### src/rtl/keypad_pkg.sv
// Shared definitions for the 9-key numeric keypad front-end: key count, debounce FSM states
// and the single-key check.
package keypad_pkg;

    localparam int unsigned KEY_N = 9;

    typedef enum logic [1:0] {
        IDLE,
        DEB_PRESS,
        HELD,
        DEB_RELEASE
    } state_t;

    // True when exactly one key line is active.
    function automatic logic is_onehot(input logic [31:0] v);
        return $countones(v) == 1;
    endfunction

endpackage

### src/rtl/sync_2ff.sv
// Two-flop synchroniser for asynchronous level inputs, with a configurable reset value.
module sync_2ff #(
    parameter int unsigned      WIDTH   = 1,
    parameter logic [WIDTH-1:0] RST_VAL = '0
) (
    input  logic             clk,
    input  logic             rst_n,
    input  logic [WIDTH-1:0] d,
    output logic [WIDTH-1:0] q
);

    logic [WIDTH-1:0] meta_q;

    always_ff @(posedge clk or negedge rst_n) begin
        if (!rst_n) begin
            meta_q <= RST_VAL;
            q      <= RST_VAL;
        end else begin
            meta_q <= d;
            q      <= meta_q;
        end
    end

endmodule

### src/rtl/key_debounce_onehot.sv
// Keypad front-end: synchronise, debounce and chord-reject the active-low key lines.
// Define KEY_REPEAT_EN to add auto-repeat of key_valid while a key stays held.
module key_debounce_onehot #(
    parameter int unsigned KEY_N           = keypad_pkg::KEY_N,
    parameter int unsigned DEBOUNCE_CYCLES = 1_000_000,
    parameter int unsigned CNT_W           = 20,
    parameter int unsigned REPEAT_CYCLES   = 25_000_000
) (
    input  logic             clk,
    input  logic             rst_n,
    input  logic [KEY_N-1:0] key_n,
    output logic [KEY_N-1:0] data_out,
    output logic             key_valid,
    output logic             key_held
);

    import keypad_pkg::*;

    if (DEBOUNCE_CYCLES < 2 || 64'(DEBOUNCE_CYCLES) > (64'd1 << CNT_W) || REPEAT_CYCLES < 1)
    begin : g_bad_params
        $error("key_debounce_onehot: illegal parameter values");
    end

    localparam logic [CNT_W-1:0] CNT_MAX = CNT_W'(DEBOUNCE_CYCLES - 1);

    logic [KEY_N-1:0] key_sync;
    logic [KEY_N-1:0] pressed;
    logic             single;

    state_t           state_q, state_d;
    logic [CNT_W-1:0] cnt_q, cnt_d;
    logic [KEY_N-1:0] cand_q, cand_d;
    logic [KEY_N-1:0] data_d;
    logic             valid_d;
    logic             rep_fire;

    sync_2ff #(
        .WIDTH   (KEY_N),
        .RST_VAL ({KEY_N{1'b1}})
    ) u_sync (
        .clk   (clk),
        .rst_n (rst_n),
        .d     (key_n),
        .q     (key_sync)
    );

    assign pressed = ~key_sync;
    assign single  = is_onehot(32'(pressed));

`ifdef KEY_REPEAT_EN
    localparam int unsigned REP_W = (REPEAT_CYCLES > 1) ? $clog2(REPEAT_CYCLES) : 1;

    logic             held_stay;
    logic [REP_W-1:0] rep_q;

    // Counts only while the key is steadily held; any other cycle restarts the period.
    assign held_stay = (state_q == HELD) && (pressed == cand_q);
    assign rep_fire  = held_stay && (rep_q == REP_W'(REPEAT_CYCLES - 1));

    always_ff @(posedge clk or negedge rst_n) begin
        if (!rst_n) begin
            rep_q <= '0;
        end else if (!held_stay || rep_fire) begin
            rep_q <= '0;
        end else begin
            rep_q <= rep_q + REP_W'(1);
        end
    end
`else
    assign rep_fire = 1'b0;
`endif

    always_comb begin
        state_d = state_q;
        cnt_d   = cnt_q;
        cand_d  = cand_q;
        data_d  = data_out;
        valid_d = 1'b0;
        unique case (state_q)
            IDLE: begin
                if (single) begin
                    cand_d  = pressed;
                    cnt_d   = '0;
                    state_d = DEB_PRESS;
                end
            end
            DEB_PRESS: begin
                if (pressed != cand_q) begin
                    state_d = IDLE;
                    cnt_d   = '0;
                end else if (cnt_q == CNT_MAX) begin
                    state_d = HELD;
                    data_d  = cand_q;
                    valid_d = 1'b1;
                    cnt_d   = '0;
                end else begin
                    cnt_d = cnt_q + CNT_W'(1);
                end
            end
            HELD: begin
                if (pressed != cand_q) begin
                    state_d = DEB_RELEASE;
                    cnt_d   = '0;
                end else begin
                    valid_d = rep_fire;
                end
            end
            DEB_RELEASE: begin
                if (pressed == cand_q) begin
                    state_d = HELD;
                    cnt_d   = '0;
                end else if (pressed != '0) begin
                    // A foreign key restarts the release window.
                    cnt_d = '0;
                end else if (cnt_q == CNT_MAX) begin
                    state_d = IDLE;
                    data_d  = '0;
                    cnt_d   = '0;
                end else begin
                    cnt_d = cnt_q + CNT_W'(1);
                end
            end
        endcase
    end

    always_ff @(posedge clk or negedge rst_n) begin
        if (!rst_n) begin
            state_q   <= IDLE;
            cnt_q     <= '0;
            cand_q    <= '0;
            data_out  <= '0;
            key_valid <= 1'b0;
        end else begin
            state_q   <= state_d;
            cnt_q     <= cnt_d;
            cand_q    <= cand_d;
            data_out  <= data_d;
            key_valid <= valid_d;
        end
    end

    assign key_held = (state_q == HELD) || (state_q == DEB_RELEASE);

endmodule

### config.mk
export PLATFORM = sky130hd
export DESIGN_NAME = key_debounce_onehot
export DESIGN_NICKNAME = d
export VERILOG_FILES = /design/src/rtl/keypad_pkg.sv /design/src/rtl/sync_2ff.sv /design/src/rtl/key_debounce_onehot.sv
export SDC_FILE = /design/constraint.sdc
export NUM_CORES = 1
export LEC_CHECK = 0
export ABC_AREA = 1
export CORE_MARGIN = 4
export CORE_UTILIZATION = 59
export DETAILED_ROUTE_END_ITERATION = 16
export PLACE_DENSITY = 0.79
export SKIP_LAST_GASP = 1
export SLEW_MARGIN = 10
export SYNTH_ARGS = -nofsm -noshare
export SYNTH_HDL_FRONTEND = slang
export SYNTH_SLANG_ARGS = --single-unit
### constraint.sdc
create_clock -name clk -period 4.7 [get_ports clk]
set_input_delay 1.175 -clock clk [delete_from_list [all_inputs] [get_ports clk]]
set_output_delay 1.175 -clock clk [all_outputs]
set_load 0.02 [all_outputs]
==> metrics.txt <==
# TYPE chip_impl_metric gauge
chip_impl_metric{name="drt.antenna.violating_nets",unit=""} 0
chip_impl_metric{name="critical_path_arrival",unit="ns"} 4.47
chip_impl_metric{name="antenna_found_initial",unit=""} 0
chip_impl_metric{name="synth_sequential_area_ratio",unit=""} 0.4375
chip_impl_metric{name="cts.sinks",unit=""} 59
chip_impl_info{name="timing.critical_path.to_type",value="register"} 1
chip_impl_metric{name="hold_ws",unit="ns"} 0.3417
chip_impl_metric{name="total_leakage_power",unit="nW"} 1.783
chip_impl_metric{name="floorplan.initialDensity",unit=""} 0.6146
chip_impl_metric{name="finalClockSkew",unit="ns"} 0.01336
chip_impl_info{name="grt_setup_unrepaired",value="no"} 1
chip_impl_metric{name="overall_die_area",unit="mm²"} 0.007090
chip_impl_metric{name="cts_setup_buffers",unit=""} 0
chip_impl_metric{name="vias",unit=""} 3004
chip_impl_metric{name="die_width",unit="µm"} 84.20
chip_impl_metric{name="synth_fp_nets",unit=""} 462
chip_impl_info{name="timing.critical_path.cells",value="fa_1, inv_1, fa_1, fa_1, inv_1, fa_1, fa_1, inv_1, nor3_1, nand2_1, nand3_1, nand2_4, inv_2, nand2_1, nand2_1, nand2_1, nor2_1"} 1
chip_impl_metric{name="grt_pass1_vias",unit=""} 2944
chip_impl_info{name="worstHoldPathType",value="reg -> reg"} 1
chip_impl_metric{name="max-cap-violations",unit=""} 0
chip_impl_metric{name="cells_after_dpl",unit=""} 529
chip_impl_metric{name="drive_gt1_frac",unit=""} 0.1586
chip_impl_metric{name="grt_remaining_overflow",unit=""} 0
chip_impl_metric{name="cts-buffers-inserted",unit=""} 9
chip_impl_metric{name="num_io_pins",unit=""} 22
chip_impl_metric{name="irDropWorstVdd",unit="µV"} 271.9
chip_impl_metric{name="critical_path_required",unit="ns"} 4.98
chip_impl_metric{name="drc",unit=""} 0
chip_impl_metric{name="area_share_of_the_largest_cell_type_after_synthesis",unit=""} 0.2995
chip_impl_info{name="ys_top_cells_by_area",value="dfrtp_1, dfstp_2, nand2_1"} 1
chip_impl_metric{name="cts_resized",unit=""} 0
chip_impl_info{name="worst_path_most_repeated_cell",value="fa_1"} 1
chip_impl_metric{name="maxSlewHeadroom",unit=""} 0.4180
chip_impl_metric{name="layout-area-overhead-vs-synth",unit="%"} 12.89
chip_impl_metric{name="layout_min_cycle_time",unit="ns"} 4.188
chip_impl_metric{name="power.density",unit="mW/mm²"} 369.2
chip_impl_metric{name="htree_levels",unit=""} 3
chip_impl_metric{name="die_h",unit="µm"} 84.20
chip_impl_metric{name="route.detailed.vias_per_inst",unit=""} 5.512
chip_impl_info{name="cts_tree",value="done"} 1
chip_impl_info{name="yosys.cell_count.top_type",value="nand2_1"} 1
chip_impl_metric{name="worstPathMaxFanout",unit=""} 19
chip_impl_metric{name="syn_area_per_cell",unit="µm²"} 7.751
chip_impl_metric{name="num_rows",unit=""} 27
chip_impl_metric{name="ctsLongestPathBuffers",unit=""} 2
chip_impl_metric{name="r2r.worst_path.cells",unit=""} 17
chip_impl_metric{name="num_antenna_cells",unit=""} 0
chip_impl_metric{name="stdcell_count",unit=""} 545
chip_impl_info{name="critical_path_source_type",value="register"} 1
chip_impl_metric{name="number_of_enable_flip_flop_cells_after_synthesis",unit=""} 0
chip_impl_info{name="root_buffer",value="clkbuf_8"} 1
chip_impl_info{name="critical_path_class",value="reg -> reg"} 1
chip_impl_metric{name="routed_wirelength_normalized_by_instance_count",unit="µm"} 14.08
chip_impl_metric{name="clkLatencyLatePin",unit="ns"} 0.36
chip_impl_metric{name="yosysUniqueCellTypes",unit=""} 36
chip_impl_metric{name="io_buffer_count",unit=""} 21
chip_impl_info{name="timing.critical_path.slowest_stage_cell",value="dfstp_2"} 1
chip_impl_metric{name="grt_pass1_wl",unit="mm"} 13.44
chip_impl_info{name="synthDominantAreaCellType",value="dfrtp_1"} 1
chip_impl_metric{name="final_nets",unit=""} 488
chip_impl_metric{name="fin_area",unit="mm²"} 0.003867
chip_impl_metric{name="tightestPinTransition",unit="ns"} 0.8698
chip_impl_metric{name="holdBufCountCts",unit=""} 0
chip_impl_metric{name="setup_violations",unit=""} 0
chip_impl_metric{name="netlist_instances",unit=""} 442
chip_impl_metric{name="syn_area",unit="mm²"} 0.003426
chip_impl_metric{name="dr.first_iter.drc_count",unit=""} 467
chip_impl_metric{name="postSynth.asyncResetShare",unit=""} 1.000
chip_impl_metric{name="clkTransAtPathRegs",unit="ns"} 0.08
chip_impl_metric{name="gp_congestion",unit=""} 0.9219
chip_impl_metric{name="yosysWarningCount",unit=""} 0
chip_impl_metric{name="drtPass1Iterations",unit=""} 5
chip_impl_metric{name="timing.final.max_slew_violations",unit=""} 0
chip_impl_metric{name="layout.core_utilization",unit=""} 0.6938
chip_impl_metric{name="groute.usage.overall",unit=""} 0.2376
chip_impl_metric{name="fmax_achieved",unit="MHz"} 238.8
chip_impl_info{name="dominantRegCellSynth",value="dfrtp_1"} 1
chip_impl_metric{name="place.detailed.hpwl",unit="mm"} 5.463
chip_impl_metric{name="hold_violations",unit=""} 0
chip_impl_metric{name="fin_tns_setup",unit="ns"} 0
chip_impl_info{name="post_synth_most_frequent_cells",value="nand2_1, nor2_1, inv_1"} 1
chip_impl_metric{name="grt_max_degree",unit=""} 60
chip_impl_metric{name="min_path_cells",unit=""} 0
chip_impl_info{name="run_status",value="completed"} 1
chip_impl_metric{name="place_area",unit="mm²"} 0.003677
chip_impl_metric{name="fin_crit_sh",unit=""} 0.8911
chip_impl_metric{name="core_area",unit="mm²"} 0.005574
chip_impl_metric{name="slowest_delay",unit="ns"} 0.58
chip_impl_metric{name="detail_route.wirelength",unit="mm"} 7.673
chip_impl_metric{name="synth_seq_cells",unit=""} 59
## worst max-delay path: cells and delay by family (launching register included)
kind | cells | cell delay, ns
DFF | 1 | 0.58
and+or+nand+nor | 8 | 0.85
adders and majority gates | 5 | 2.24
buffers and inverters | 4 | 0.43
## cell usage in the layout (no fill, tap or decap), types with 5 or more instances in the layout
cell type,netlist,final
o21ai_0,16,16
inv_2,11,11
inv_1,51,51
nor2_1,55,55
nand2_1,114,114
nor2_2,5,5
dfrtp_1,41,41
clkbuf_8,0,9
nand2_2,8,8
a21oi_1,7,7
nand4_1,24,24
dfstp_2,18,18
clkdlybuf4s50_1,0,20
fa_1,5,5
nand3_1,44,44
## cell type report
cell class | instances | area, µm²
fill | 460 | 1707
multi-input combinational | 311 | 1627
sequential | 59 | 1499
inverter | 64 | 241.5
timing repair buffer | 23 | 220.2
clock buffer | 12 | 156.4
tap | 72 | 90.09
clock inverter | 4 | 33.78
## layer usage
layer | track usage | vias to the layer above | share of wire
li1 | - | 1468 | -
met1 | 0.3246 | 1398 | 0.45
met2 | 0.3608 | 120 | 0.46
met3 | 0.05299 | 18 | 0.067
met4 | 0.1111 | 0 | 0.023
met5 | 0 | - | 0
## sequential cells by signal, summed over array words and instances, names as in the netlist, named ones only
signal,flops
u_sync.q,9
cnt_q,20
data_out,9
cand_q,9
state_q,1
u_sync.meta_q,9
key_valid,1
## power breakdown
group          switching [mW]  internal, mW
combinational           0.259         0.113
clock                   0.221         0.226
sequential             0.0439         0.564
## metrics by stage
step | setup WS (ns) | total power [mW]
2_1_floorplan | 0.8426 | 0.9033
3_3_place_gp | 0.6511 | 0.9703
3_5_place_dp | 0.5591 | 0.9838
4_1_cts | 0.5269 | 1.430
5_1_grt | 0.2376 | 1.515
6_report | 0.5120 | 1.428
## cell families after synthesis
family,count (synthesis),synth area share
adders and majority gates,9,0.04383
muxes,2,0.005844
buffers and inverters,72,0.08765
and+or+nand+nor,266,0.3634
AOI/OAI and AO/OA,31,0.05406
xor gates and xnor gates,3,0.007671
DFF,59,0.4375
## worst paths after layout
path | slack, ns | to | from
setup / recovery | 0.51 | cnt_q[17]$_DFFE_PN0P_ | u_sync.q[1]$_DFF_PN1_
hold / removal | 0.34 | u_sync.q[3]$_DFF_PN1_ | u_sync.meta_q[3]$_DFF_PN1_
setup reg to reg | 0.51 | cnt_q[17]$_DFFE_PN0P_ | u_sync.q[1]$_DFF_PN1_
hold reg to reg | 0.34 | u_sync.q[3]$_DFF_PN1_ | u_sync.meta_q[3]$_DFF_PN1_
max in group asynchronous | 3.27 | cnt_q[19]$_DFFE_PN0P_ | rst_n
min in group asynchronous | 0.94 | data_out[3]$_DFFE_PN0P_ | rst_n
Power figures use the tool's default switching activity.
